### config.mk
export PLATFORM = sky130hd
export DESIGN_NAME = vec_accum_ctrl
export DESIGN_NICKNAME = d
export VERILOG_FILES = /design/src/rtl/vec_accum_ctrl.sv
export SDC_FILE = /design/constraint.sdc
export NUM_CORES = 1
export LEC_CHECK = 0
export CORE_ASPECT_RATIO = 1.1
export CORE_MARGIN = 3
export CORE_UTILIZATION = 43
export CTS_CLUSTER_DIAMETER = 40
export DETAILED_ROUTE_END_ITERATION = 12
export PLACE_DENSITY = 0.87
export SYNTH_ARGS = -nofsm -noshare
export SYNTH_HDL_FRONTEND = slang
export SYNTH_SLANG_ARGS = --single-unit
### constraint.sdc
create_clock -name clk -period 2.4 [get_ports clk]
set_input_delay 0.48 -clock clk [delete_from_list [all_inputs] [get_ports clk]]
set_output_delay 0.48 -clock clk [all_outputs]
set_load 0.01 [all_outputs]
### src/rtl/vec_accum_ctrl.sv
// rtl/vec_accum_ctrl.sv - job controller sequencing an external vector accumulator
//
// Purpose:
//    Accepts a job (start + vec_len), clears an external accumulator, streams
//    vec_len elements into it, captures the final sum and holds it until the
//    consumer accepts it. Flags an unsigned carry-out seen on any beat of the job.
//
// Ports:
//    clk, rst            clock; asynchronous active-high reset
//    start, vec_len      job request and element count (sampled in IDLE only)
//    busy                high whenever a job is in flight (state != IDLE)
//    in_valid, in_data   element stream in
//    in_ready            element accepted when in_valid & in_ready (RUN only)
//    acc_data, acc_load  accumulator addend and load enable (combinational)
//    acc_clr             registered one-cycle accumulator clear
//    acc_sum             current accumulator register value
//    result, result_valid, result_ready   final sum handshake
//    ovf                 sticky carry-out flag for the current job

module vec_accum_ctrl #(
   parameter int WORD_SIZE = 24,
   parameter int LEN_W     = 8
) (
   input  logic                 clk,
   input  logic                 rst,
   input  logic                 start,
   input  logic [LEN_W-1:0]     vec_len,
   output logic                 busy,
   input  logic                 in_valid,
   input  logic [WORD_SIZE-1:0] in_data,
   output logic                 in_ready,
   output logic [WORD_SIZE-1:0] acc_data,
   output logic                 acc_load,
   output logic                 acc_clr,
   input  logic [WORD_SIZE-1:0] acc_sum,
   output logic [WORD_SIZE-1:0] result,
   output logic                 result_valid,
   input  logic                 result_ready,
   output logic                 ovf
);

   localparam logic [2:0] S_IDLE  = 3'd0;
   localparam logic [2:0] S_CLEAR = 3'd1;
   localparam logic [2:0] S_RUN   = 3'd2;
   localparam logic [2:0] S_WAIT  = 3'd3;
   localparam logic [2:0] S_DONE  = 3'd4;

   logic [2:0]           state_q, state_d;
   logic [LEN_W-1:0]     len_q, len_d;
   logic [LEN_W-1:0]     cnt_q, cnt_d;
   logic                 clr_q, clr_d;
   logic [WORD_SIZE-1:0] result_q, result_d;
   logic                 ovf_q, ovf_d;

   logic                 beat;
   logic                 last_beat;
   logic [WORD_SIZE:0]   sum_ext;

   // The accumulator itself lives outside; this block only steers it.
   assign in_ready     = (state_q == S_RUN);
   assign beat         = in_valid & in_ready;
   assign acc_load     = beat;
   assign acc_data     = in_data;
   assign acc_clr      = clr_q;
   assign busy         = (state_q != S_IDLE);
   assign result_valid = (state_q == S_DONE);
   assign result       = result_q;
   assign ovf          = ovf_q;

   // One extra bit exposes the carry of the addition the accumulator is
   // about to perform on this beat.
   assign sum_ext   = {1'b0, acc_sum} + {1'b0, in_data};

   // len_q is never zero in RUN, so len_q-1 cannot underflow, and the counter
   // tops out at len_q itself, which fits LEN_W bits even for the maximum length.
   assign last_beat = (cnt_q == (len_q - LEN_W'(1)));

   always_comb begin
      state_d  = state_q;
      len_d    = len_q;
      cnt_d    = cnt_q;
      clr_d    = 1'b0;
      result_d = result_q;
      ovf_d    = ovf_q;

      case (state_q)
         S_IDLE: begin
            if (start) begin
               ovf_d = 1'b0;
               cnt_d = '0;
               if (vec_len != '0) begin
                  len_d   = vec_len;
                  clr_d   = 1'b1;
                  state_d = S_CLEAR;
               end else begin
                  // Empty job: report zero without touching the accumulator.
                  result_d = '0;
                  state_d  = S_DONE;
               end
            end
         end

         S_CLEAR: begin
            state_d = S_RUN;
         end

         S_RUN: begin
            if (beat) begin
               cnt_d = cnt_q + LEN_W'(1);
               if (sum_ext[WORD_SIZE]) begin
                  ovf_d = 1'b1;
               end
               if (last_beat) begin
                  state_d = S_WAIT;
               end
            end
         end

         S_WAIT: begin
            // acc_sum now reflects the last beat loaded on the previous edge.
            result_d = acc_sum;
            state_d  = S_DONE;
         end

         S_DONE: begin
            if (result_ready) begin
               state_d = S_IDLE;
            end
         end

         default: begin
            state_d = S_IDLE;
         end
      endcase
   end

   always_ff @(posedge clk or posedge rst) begin
      if (rst) begin
         state_q  <= S_IDLE;
         len_q    <= '0;
         cnt_q    <= '0;
         clr_q    <= 1'b0;
         result_q <= '0;
         ovf_q    <= 1'b0;
      end else begin
         state_q  <= state_d;
         len_q    <= len_d;
         cnt_q    <= cnt_d;
         clr_q    <= clr_d;
         result_q <= result_d;
         ovf_q    <= ovf_d;
      end
   end

endmodule

# Word level (Yosys, flattened, before mapping)

Cells that the tools add are included.

Output and inout bits: 54
Flip-flop bits (word level): 45
Input bits: 61

Reductions and logical operators: 10
Multiplexer cells: 19
Bitwise operators: 1
Eq/ne operators: 11
$add $sub $neg: 3

Operators by type and width:

| kind                | number |
|---|---|
| $mux 24             | 2 |
| $pmux 24 s2         | 1 |
| $add 24x24->25      | 1 |
| $mux 8              | 2 |
| $pmux 8 s2          | 1 |
| $mux 3              | 5 |
| $pmux 3 s5          | 1 |
| $reduce_and 3->1    | 3 |
| $add 8x1->8 const B | 1 |
| $eq 8x8->1          | 1 |
| $ne 2x1->1 const B  | 4 |
| $reduce_and 4->1    | 2 |
| $reduce_bool 8->1   | 1 |
| $sub 8x1->8 const B | 1 |
| $eq 3x2->1 const B  | 2 |
| $mux 1              | 6 |
| $ne 2x2->1 const B  | 2 |
| $reduce_bool 2->1   | 2 |
| $eq 3x1->1 const B  | 1 |
| $eq 3x3->1 const B  | 1 |
| $logic_not 3->1     | 1 |
| $reduce_bool 3->1   | 1 |
| $pmux 1 s2          | 1 |
| $and 1x1->1         | 1 |

# Depth between registers and ports, before layout

Depth after elaboration: 5
Gate-level depth with buffers: 7
Gate-level depth less buffers: 7

# Least setup slack after synthesis

OpenSTA, ideal clock, no wires.

Path kind: input-to-reg
Start: in in_data[1]
End: reg ovf_q (netlist: ovf)
Path buffers: 0
Slack: 0.601 ns
Data required time: 2.280 ns
Library setup time: 0.120 ns
Stages: 6
Arrival: 1.678 ns
Cell sequence: ha_1 > a311oi_1 > o21bai_1 > a221oi_1 > o41ai_1 > a41o_1

Word-level cells in the longest chain between the ends: 3

Ends and longest elaborated chain:

| element                    | line | text |
|---|---|---|
| start, declared            | 30   | `input logic [WORD_SIZE-1:0] in_data,` |
| $add 24x24->25             | 72   | `assign sum_ext = {1'b0, acc_sum} + {1'b0, in_data};` |
| $ne 2x1->1 (no line)       | -    |  |
| $reduce_and 4->1 (no line) | -    |  |
| end signal, assigned       | 151  | `ovf_q <= ovf_d;` |
| end, declared              | 53   | `logic ovf_q, ovf_d;` |

No other way between the ends.
A chain may end at the register's enable or synchronous reset.

# Worst setup path after layout

Same ends and word-level chain as after synthesis.

==> impl_metrics.csv <==
group,metric,value,unit
status,status,"finished clean",
logic_synthesis,synth_ff_type,"dfrtp_1",
floorplanning,die_x,81.75,µm
timing,max_freq,461.2,MHz
timing,hold_viol,0,
routing,ant_nets,0,
setup_path,worst_setup_path_end_kind,"flip-flop",
logic_synthesis,synth-edff-count,0,
cells_and_area,area_delta_synth_final,44.35,%
logic_synthesis,yosysTopAreaCellShare,41.49,%
cts,clk_pin_slew_worst_paths,80,ps
logic_synthesis,syn_area,0.002714,mm²
place,hpwlAfterDp,5.705,mm
setup_path,critPathMaxFanout,2,
cts,cts_buffers,5,
setup_path,critPathArrivalTime,2350,ps
cts,cts_resized,1,
floorplanning,core_area,0.005951,mm²
routing,drc,0,
hold_path,min_path_type,"reg2reg",
cts,cts_hold_buf,0,
cells_and_area,fill_cells,467,
logic_synthesis,avgSynthCellArea,10.44,µm²
grt,grt_max_degree,46,
timing,fin_ws,231.9,ps
power_and_ir_drop,p_leak,1.736,nW
timing,hold-worst-slack,501.4,ps
logic_synthesis,synth_largest_area_cell,"dfrtp_1",
setup_path,r2r_end,"state_q[0]",
logic_synthesis,syn_nets,346,
floorplanning,row_count,29,
setup_path,worstSetupPathType,"in2reg",
cells_and_area,layout.nets,448,
setup_path,required,2580,ps
place,place_ws,-69.87,ps
setup_path,startpoint,"in_data[1]",
flow_run,max_cap_violations,0,
timing,skew,7.944,ps
grt,grt_pass1_wl,11.38,mm
logic_synthesis,yosys_register_bits,45,
setup_path,crit_chain,"clkdlybuf4s50_1, ha_1, a311oi_1, o21bai_1, a221oi_1, o41ai_1, a41o_1",
floorplanning,die_h,89.32,µm
grt,grt_pass1_vias,2400,
setup_path,r2r-start,"len_q[0]",
hold_path,hp-start,"result[6]",
cts,numClockSinks,45,
cells_and_area,drive_above_1_share,9.141,%
grt,grt.overflow.total,0,
setup_path,r2r_cells,7,
routing,post_drt_wl_per_cell,16.05,µm
setup_path,r2r_slack,390,ps
cts,cts-root-buf,"clkbuf_8",
hold_path,worstHoldEndpoint,"result[6]",
timing,post-route-period-util,90.34,%
logic_synthesis,ys_types,41,
floorplanning,dieArea,0.007301,mm²
routing,vias,2354,
place,io_buffers,114,
place,place_congestion,0.8558,
cells_and_area,multi_input_area,0.001333,mm²
floorplanning,num_io_pins,115,
cts,cts_tree,"done",
grt,antenna_found_initial,0,
cts,clock_latency,290,ps
hold_path,hold_path_depth,1,
logic_synthesis,synth.most_common_cell,"dfrtp_1",
timing,worst_pin_slew,481.7,ps
cts,h-tree-depth,2,
timing,layout_min_cycle_time,2168,ps
logic_synthesis,netlist_top_cells_area,"dfrtp_1 (41%), ha_1 (12%), a22o_1 (7.7%)",
logic_synthesis,postSynth.asyncResetShare,100.0,%
timing,setup_violations,0,
cells_and_area,antenna_cells,0,
logic_synthesis,synth_seq_area_share,41.49,%
routing,viasPerCell,5.374,
timing,drv_slew,0,
logic_synthesis,ys.warnings.count,0,
setup_path,crit_path_start_kind,"primary input",
logic_synthesis,synth_cells,260,
setup_path,cpPeakStageDelay,420,ps
cts,clock_path_buffers,2,
logic_synthesis,synth_common_cells,"dfrtp_1 (45), ha_1 (25), a22o_1 (24), buf_4 (24), nand2_1 (22)",
floorplanning,start_util,45.61,%
routing,dr.pass1.iters,4,
routing,first_iter_violations,74,
cts,cts_setup_buffers,0,
timing,rsz0062_at_grt,"false",
power_and_ir_drop,power,3.479,mW
setup_path,cp_slowest_cell,"clkdlybuf4s50_1",
cells_and_area,regArea,0.001126,mm²
power_and_ir_drop,power.density,888.1,mW/mm²
timing,relSlewSlack,67.82,%
grt,grt_util_all_layers,20.01,%
power_and_ir_drop,vdd_drop_max,0.0004421,V
routing,routed_wl,7.032,mm
==> cell type report <==
class	count	area share (%)
inverter	9	0.8623
clock inverter	1	0.1278
timing repair buffer	126	32.03
tap	77	2.459
sequential	45	28.74
multi-input combinational	175	34.01
clock buffer	5	1.757
==> cells by family after synthesis <==
family | count (synthesis) | share of synthesized area, %
buffers and inverters | 40 | 9.405
DFF | 45 | 41.49
muxes | 7 | 2.812
AOI/OAI and AO/OA | 62 | 17.38
xor gates and xnor gates | 15 | 4.841
adders and majority gates | 25 | 11.53
and+or+nand+nor | 66 | 12.54
==> layout by cell type (no fill, tap or decap), types with 5 or more instances in the layout <==
master / n
nand2_1: 22
ha_1: 25
o21ai_0: 13
buf_4: 10
inv_1: 8
xnor2_1: 9
nand4_1: 5
xor2_1: 6
nor2_1: 15
nand3_1: 7
clkbuf_8: 5
clkdlybuf4s50_1: 113
dfrtp_1: 45
a22o_1: 24
mux2_2: 5
a21oi_1: 12
==> worst max-delay path: cells and delay by family <==
| family | cells | cell delay, ps |
|---|---|---|
| buffers and inverters | 1 | 420 |
| adders and majority gates | 1 | 300 |
| AOI/OAI and AO/OA | 5 | 1150 |
==> worst max path at each step <==
stage	cells past startpoint	endpoint
2_1_floorplan	6	ovf
3_3_place_gp	7	ovf
3_5_place_dp	7	ovf
4_1_cts	4	busy
5_1_grt	4	busy
6_report	7	ovf
==> where the power goes <==
group | total (mW) | switching, mW | leakage [nW] | internal (mW)
clock network | 0.418 | 0.227 | 0.0399 | 0.192
logic | 1.77 | 0.759 | 1.13 | 1.01
registers | 1.29 | 0.234 | 0.571 | 1.06
==> flip-flops by register name, indices dropped and copies added (netlist names) <==
| name | count |
|---|---|
| acc_clr | 1 |
| cnt_q | 8 |
| len_q | 8 |
| ovf | 1 |
| result | 24 |
| state_q | 3 |
==> layer usage <==
layer	part of all wire (%)	wire (µm)	vias to the layer above	global-route usage, %
met1	40	2839	1133	23.89
met3	6.4	450	11	3.730
met2	51	3621	85	37.03
met4	1.7	120	0	4.381
met5	0	0	-	0
li1	-	-	1125	-
==> stage by stage <==
step / TNS, ps / cells / area [µm²] / utilization [%]
2_1_floorplan: 0 / 260 / 2714 / -
3_3_place_gp: -62.32 / 432 / 3845 / 64.61
3_5_place_dp: -86.80 / 432 / 3845 / 64.61
4_1_cts: 0 / 438 / 3918 / 65.83
5_1_grt: 0 / 438 / 3918 / 65.83
6_report: 0 / 438 / 3918 / 65.83
(Power assumes the default switching activity.)
